## config.mk

```make
export PLATFORM = sky130hd
export DESIGN_NAME = stream_mux_nto1
export DESIGN_NICKNAME = d
export VERILOG_FILES = /design/src/rtl/stream_mux_pkg.sv /design/src/rtl/stream_mux_nto1_rr_arbiter.sv /design/src/rtl/stream_mux_nto1.sv
export SDC_FILE = /design/constraint.sdc
export NUM_CORES = 1
export LEC_CHECK = 0
export ABC_AREA = 0
export BUFFER_PORTS_ARGS = -buffer_cell sky130_fd_sc_hd__buf_2
export CAP_MARGIN = 5
export CORE_AREA = 2 2 80 82
export CTS_CLUSTER_SIZE = 12
export DETAILED_ROUTE_END_ITERATION = 16
export DIE_AREA = 0 0 82 84
export PLACE_DENSITY = 0.85
export SLEW_MARGIN = 10
export SYNTH_ARGS = -nofsm -noshare
export SYNTH_HDL_FRONTEND = slang
export SYNTH_HIERARCHICAL = 1
export SYNTH_SLANG_ARGS = --single-unit
export TNS_END_PERCENT = 20
```

## constraint.sdc

```tcl
create_clock -name Clk -period 2.44 [get_ports Clk]
set_input_delay 0.488 -clock Clk [delete_from_list [all_inputs] [get_ports Clk]]
set_output_delay 0.488 -clock Clk [all_outputs]
set_load 0.05 [all_outputs]
```

## src/rtl/stream_mux_pkg.sv

```systemverilog
// Shared constants and helpers for the N-to-1 stream multiplexer.
package stream_mux_pkg;
  localparam logic MODE_FIXED = 1'b0;
  localparam logic MODE_RR    = 1'b1;

  // Width of a channel index; never below one bit.
  function automatic int selw(input int channels);
    return (channels <= 2) ? 1 : $clog2(channels);
  endfunction
endpackage

```

## src/rtl/stream_mux_nto1_rr_arbiter.sv

```systemverilog
// Round-robin arbiter: first requester at or above ptr, wrapping, as one-hot grant plus index.
module rr_arbiter #(
  parameter int N    = 4,
  parameter int SELW = 2
) (
  input  logic [N-1:0]    req,
  input  logic [SELW-1:0] ptr,
  output logic [N-1:0]    gnt,
  output logic [SELW-1:0] idx,
  output logic            vld
);
  // Walk offsets downward so the smallest offset from ptr is the final winner.
  always_comb begin
    gnt = '0;
    idx = '0;
    vld = 1'b0;
    for (int i = N - 1; i >= 0; i--) begin
      int k;
      k = (int'(ptr) + i) % N;
      if (req[k]) begin
        gnt    = '0;
        gnt[k] = 1'b1;
        idx    = SELW'(k);
        vld    = 1'b1;
      end
    end
  end
endmodule

```

## src/rtl/stream_mux_nto1.sv

```systemverilog
// N-to-1 registered stream mux, fixed select or round-robin (round-robin present only with STREAM_MUX_RR_EN).
module stream_mux_nto1
  import stream_mux_pkg::*;
#(
  parameter  int WIDTH    = 32,
  parameter  int CHANNELS = 4,
  localparam int SELW     = selw(CHANNELS)
) (
  input  logic                      Clk,
  input  logic                      Resetn,
  input  logic [CHANNELS*WIDTH-1:0] In_Data,
  input  logic [CHANNELS-1:0]       In_Valid,
  output logic [CHANNELS-1:0]       In_Ready,
  input  logic [SELW-1:0]           Select,
  input  logic                      Mode,
  output logic [WIDTH-1:0]          Out_Data,
  output logic [SELW-1:0]           Out_Chan,
  output logic                      Out_Valid,
  input  logic                      Out_Ready
);
  logic                load;
  logic                fix_vld;
  logic [SELW-1:0]     fix_idx;
  logic [CHANNELS-1:0] fix_oh;
  logic                gnt_vld;
  logic [SELW-1:0]     gnt_idx;
  logic [CHANNELS-1:0] gnt_oh;

  assign load = !Out_Valid || Out_Ready;

  // Out-of-range Select matches no k, so it yields no grant.
  always_comb begin
    fix_vld = 1'b0;
    fix_idx = '0;
    fix_oh  = '0;
    for (int k = 0; k < CHANNELS; k++) begin
      if (Select == SELW'(k) && In_Valid[k]) begin
        fix_vld   = 1'b1;
        fix_idx   = SELW'(k);
        fix_oh[k] = 1'b1;
      end
    end
  end

`ifdef STREAM_MUX_RR_EN
  logic                ptr_q;
  logic [SELW-1:0]     ptr;
  logic                use_rr;
  logic [CHANNELS-1:0] rr_gnt;
  logic [SELW-1:0]     rr_idx;
  logic                rr_vld;

  assign ptr_q  = 1'b0;
  assign use_rr = (Mode == MODE_RR);

  rr_arbiter #(.N(CHANNELS), .SELW(SELW)) u_arb (
    .req (In_Valid),
    .ptr (ptr),
    .gnt (rr_gnt),
    .idx (rr_idx),
    .vld (rr_vld)
  );

  assign gnt_vld = use_rr ? rr_vld : fix_vld;
  assign gnt_idx = use_rr ? rr_idx : fix_idx;
  assign gnt_oh  = use_rr ? rr_gnt : fix_oh;

  // Only round-robin transfers advance the pointer.
  always_ff @(posedge Clk or negedge Resetn) begin
    if (!Resetn)
      ptr <= '0;
    else if (load && gnt_vld && use_rr)
      ptr <= (int'(gnt_idx) == CHANNELS - 1) ? '0 : gnt_idx + SELW'(1);
  end

  logic unused_ptr_q;
  assign unused_ptr_q = ptr_q;
`else
  logic unused_mode;
  assign unused_mode = Mode;
  assign gnt_vld     = fix_vld;
  assign gnt_idx     = fix_idx;
  assign gnt_oh      = fix_oh;
`endif

  // Gated by Resetn so no input handshake can complete while reset is held.
  assign In_Ready = (Resetn && load && gnt_vld) ? gnt_oh : '0;

  always_ff @(posedge Clk or negedge Resetn) begin
    if (!Resetn) begin
      Out_Valid <= 1'b0;
      Out_Data  <= '0;
      Out_Chan  <= '0;
    end else if (load) begin
      Out_Valid <= gnt_vld;
      if (gnt_vld) begin
        Out_Data <= In_Data[int'(gnt_idx)*WIDTH +: WIDTH];
        Out_Chan <= gnt_idx;
      end
    end
  end
endmodule

```

==> results.md <==
* Status: completed
* FF-to-FF End: Out_Chan[1]
* Leakage at around 1.7 nW
* Hold crit path type: in2async
* Worst slew margin at 30.5%
* First-pass GRT wire length at approximately 12 mm
* Peak Freq at 0.434 GHz
* Antenna violations before repair at 0
* Pwr dens at 686 nW/um^2
* CTS resizes at 0
* Share of cells above drive strength 1 at between 40% and 50%
* Util after Layout at 55.8%
* Final Hold Fails at 0
* Drt wl/cell at 15.8 um
* Internal Dissipation at 1.25 mW
* Worst setup SP type: primary input
* Critical R2R Launch: Out_Valid
* Drt total wl at 8.26 mm
* Sequential share of power at 33.5%
* Final setup violation count at 0
* Via count at between 2000 and 3000
* Synth Net Count at 423
* Reg2reg setup slack at ~900 ps
* Post-CTS Setup Inserts at 0
* WS Path Type: in2out
* Die Width at 82 um
* Min Tclk post-route at about 2300 ps
* Sw Ratio at around 46%
* I/O Buffers at 175
* TritonRoute pass-1 iters at 4
* TritonCTS Sinks at 35
* Clock Pin Slew Worst Setup and Hold Paths at around 70 ps
* Slowest-stage cell, CP: mux4_2
* Reg2Reg Depth at 4
* Drt via density at 5.54
* Area growth syn-to-layout at 41.2%
* Starting density of the core at about 40%
* Final period util at between 90% and 100%
* Drt initial violations at 85
* Number of synthesized flops with an enable pin at 0
* Longest Clk Path Bufs at 2
* CTS H-Tree Depth at 2
* GRT Overall Usage at a little under a quarter
* Seq cells post-synth at 35
* Most used DFF post-synth: dfrtp_1
* Max stage delay on crit path at around 520 ps
* Mapped Avg Cell Area at around 8.5 um^2
* Sequential area share after synthesis at 36.4%
* Cell chain of the critical path: buf_2 -> mux4_2 -> and2_2 -> and3_1 -> buf_2
* CP most frequent cell: buf_2
* Final Wtd Congestion at 0.799
* Async SR Flop Fraction at between 90% and 100%
* Die area at roughly 7000 um^2
* Worst-Margin Slew at roughly 1000 ps
* Die height at 84 um
* Net switching power at roughly 1.1 mW
* CTS Root Cell: clkbuf_8
* Syn. warnings at 6
* Crit Path Max Fanout at 7
* Post-CTS Hold Buffers at 0
* Ant. Diodes at 0
* Combinational power share at between 40 and 50%
* Pins over their slew limit at 0
* Largest net degree at the start of global routing at 41
* Critical Path AT at ~1800 ps
* Worst skew pair latency at 280 ps
* Skew final at 4.25 ps
* Distinct cells, synth at 21
* Total congestion overflow at 0
* Total chip power at 2.33 mW
* Io pins at roughly 180
* CTS tree: yes
* MaxCap Viol Count at 0
* Core area at between 6000 and 7000 um^2
* Power share of the clock group at 17.1%
* Antenna Nets Post-Route at 0
* WP data required at 1950 ps
* Unrepaired setup endpoints after global routing: false
* Syn Inst Count at around 290
* Netlist Area Pre-Place at approximately 2400 um^2
* CP Capture Type: output port
* Drt drc at 0
* Peak VDD IR at 0.331 mV
* CTS Buf Count at 5
* Final net count at 582
* Site row count at 29
* HPWL after DPL at 6.13 mm
* Number of global-route vias before repair at 2627
sequential cells by signal (all words and copies together), names as in the netlist:
signal / count
Out_Chan: 2
Out_Valid: 1
Out_Data: 32
critical path, delay by kind of cell:
family	cells	cell delay [ps]
buffers and inverters	2	390
and+or+nand+nor	2	420
muxes	1	520
per-stage QoR:
stage                     setup WS, ps  cell area [um^2]  cells  TNS [ps]  hold WS, ps
after detailed placement          55.3              3320    514         0          396
after global routing              81.9              3400    522         0          101
after floorplan                   -110              2410    285      -190          192
final                              133              3400    522         0          104
after CTS                          127              3400    522         0         88.4
after global placement            90.8              3320    514         0          394
per-layer routing:
| layer | GRT usage, % | vias up | routed length [um] |
|---|---|---|---|
| li1 | - | 1408 | - |
| met1 | 26.8 | 1334 | 3230 |
| met2 | 40.6 | 138 | 4220 |
| met3 | 5.41 | 14 | 696 |
| met4 | 6.52 | 0 | 119 |
| met5 | 0 | - | 0 |
placed cells by master (no fill, tap or decap), types with 2 or more instances in the layout:
cell type  count
clkbuf_8       5
a21boi_0      32
and3_1        33
buf_2        175
o221ai_1      32
nand3_1        2
o21ai_0       24
a31oi_1       32
nor2_1        34
buf_4         12
mux2_2         3
nand2b_1       2
o21ai_1        9
nand2_1        3
clkbuf_1       2
dfrtp_1       35
area by class of cell:
class                   instances  area, um^2
fillers                       579        2700
repair buffers                188         986
flip-flops and latches         35         876
clock inverters                 1        5.00
multi-input cells             213        1360
well taps                      77        96.3
inverters                       1        3.75
clock buffers                   7        76.3
synth_stat cells (2+ instances only):
master	number	share of area, %
dfrtp_1	35	36
a31oi_1	32	8.3
and3_1	33	8.6
mux2_2	3	1.4
o221ai_1	32	12
nand3_1	2	0.42
nand2_1	3	0.47
o21ai_0	24	5.0
nand2b_1	2	0.52
clkbuf_1	25	3.9
and2_1	2	0.52
buf_2	6	1.2
nor2_1	35	5.5
buf_6	5	2.3
o21ai_1	9	1.9
a21boi_0	32	10
how the worst max path moves through the flow:
stage	startpoint	end	slack [ps]	cells after the start
floorplan	Select[1]	In_Ready[2]	-110	7
global placement	Select[0]	Out_Data[19]	90	5
detailed placement	Select[0]	Out_Data[11]	60	5
CTS	Select[1]	In_Ready[1]	130	5
global route	Select[0]	In_Ready[2]	80	6
finish	Select[1]	In_Ready[1]	130	5
cell families after synthesis:
logic type | after synthesis | synth area share [%]
AO/OA/AOI/OAI | 129 | 36.8
buffers and inverters | 37 | 7.64
flip-flops | 35 | 36.4
multiplexers | 4 | 2.34
AND/OR/NAND/NOR | 80 | 16.9
power by group through the flow:
stage	combinational [mW]	clock, mW	sequential (mW)
2_1_floorplan	0.324	0	1.28
3_3_place_gp	1.13	0	0.786
3_5_place_dp	1.15	0	0.793
4_1_cts	1.16	0.419	0.782
5_1_grt	1.23	0.438	0.798
6_report	1.15	0.399	0.783
Power figures use the tool's default switching activity.
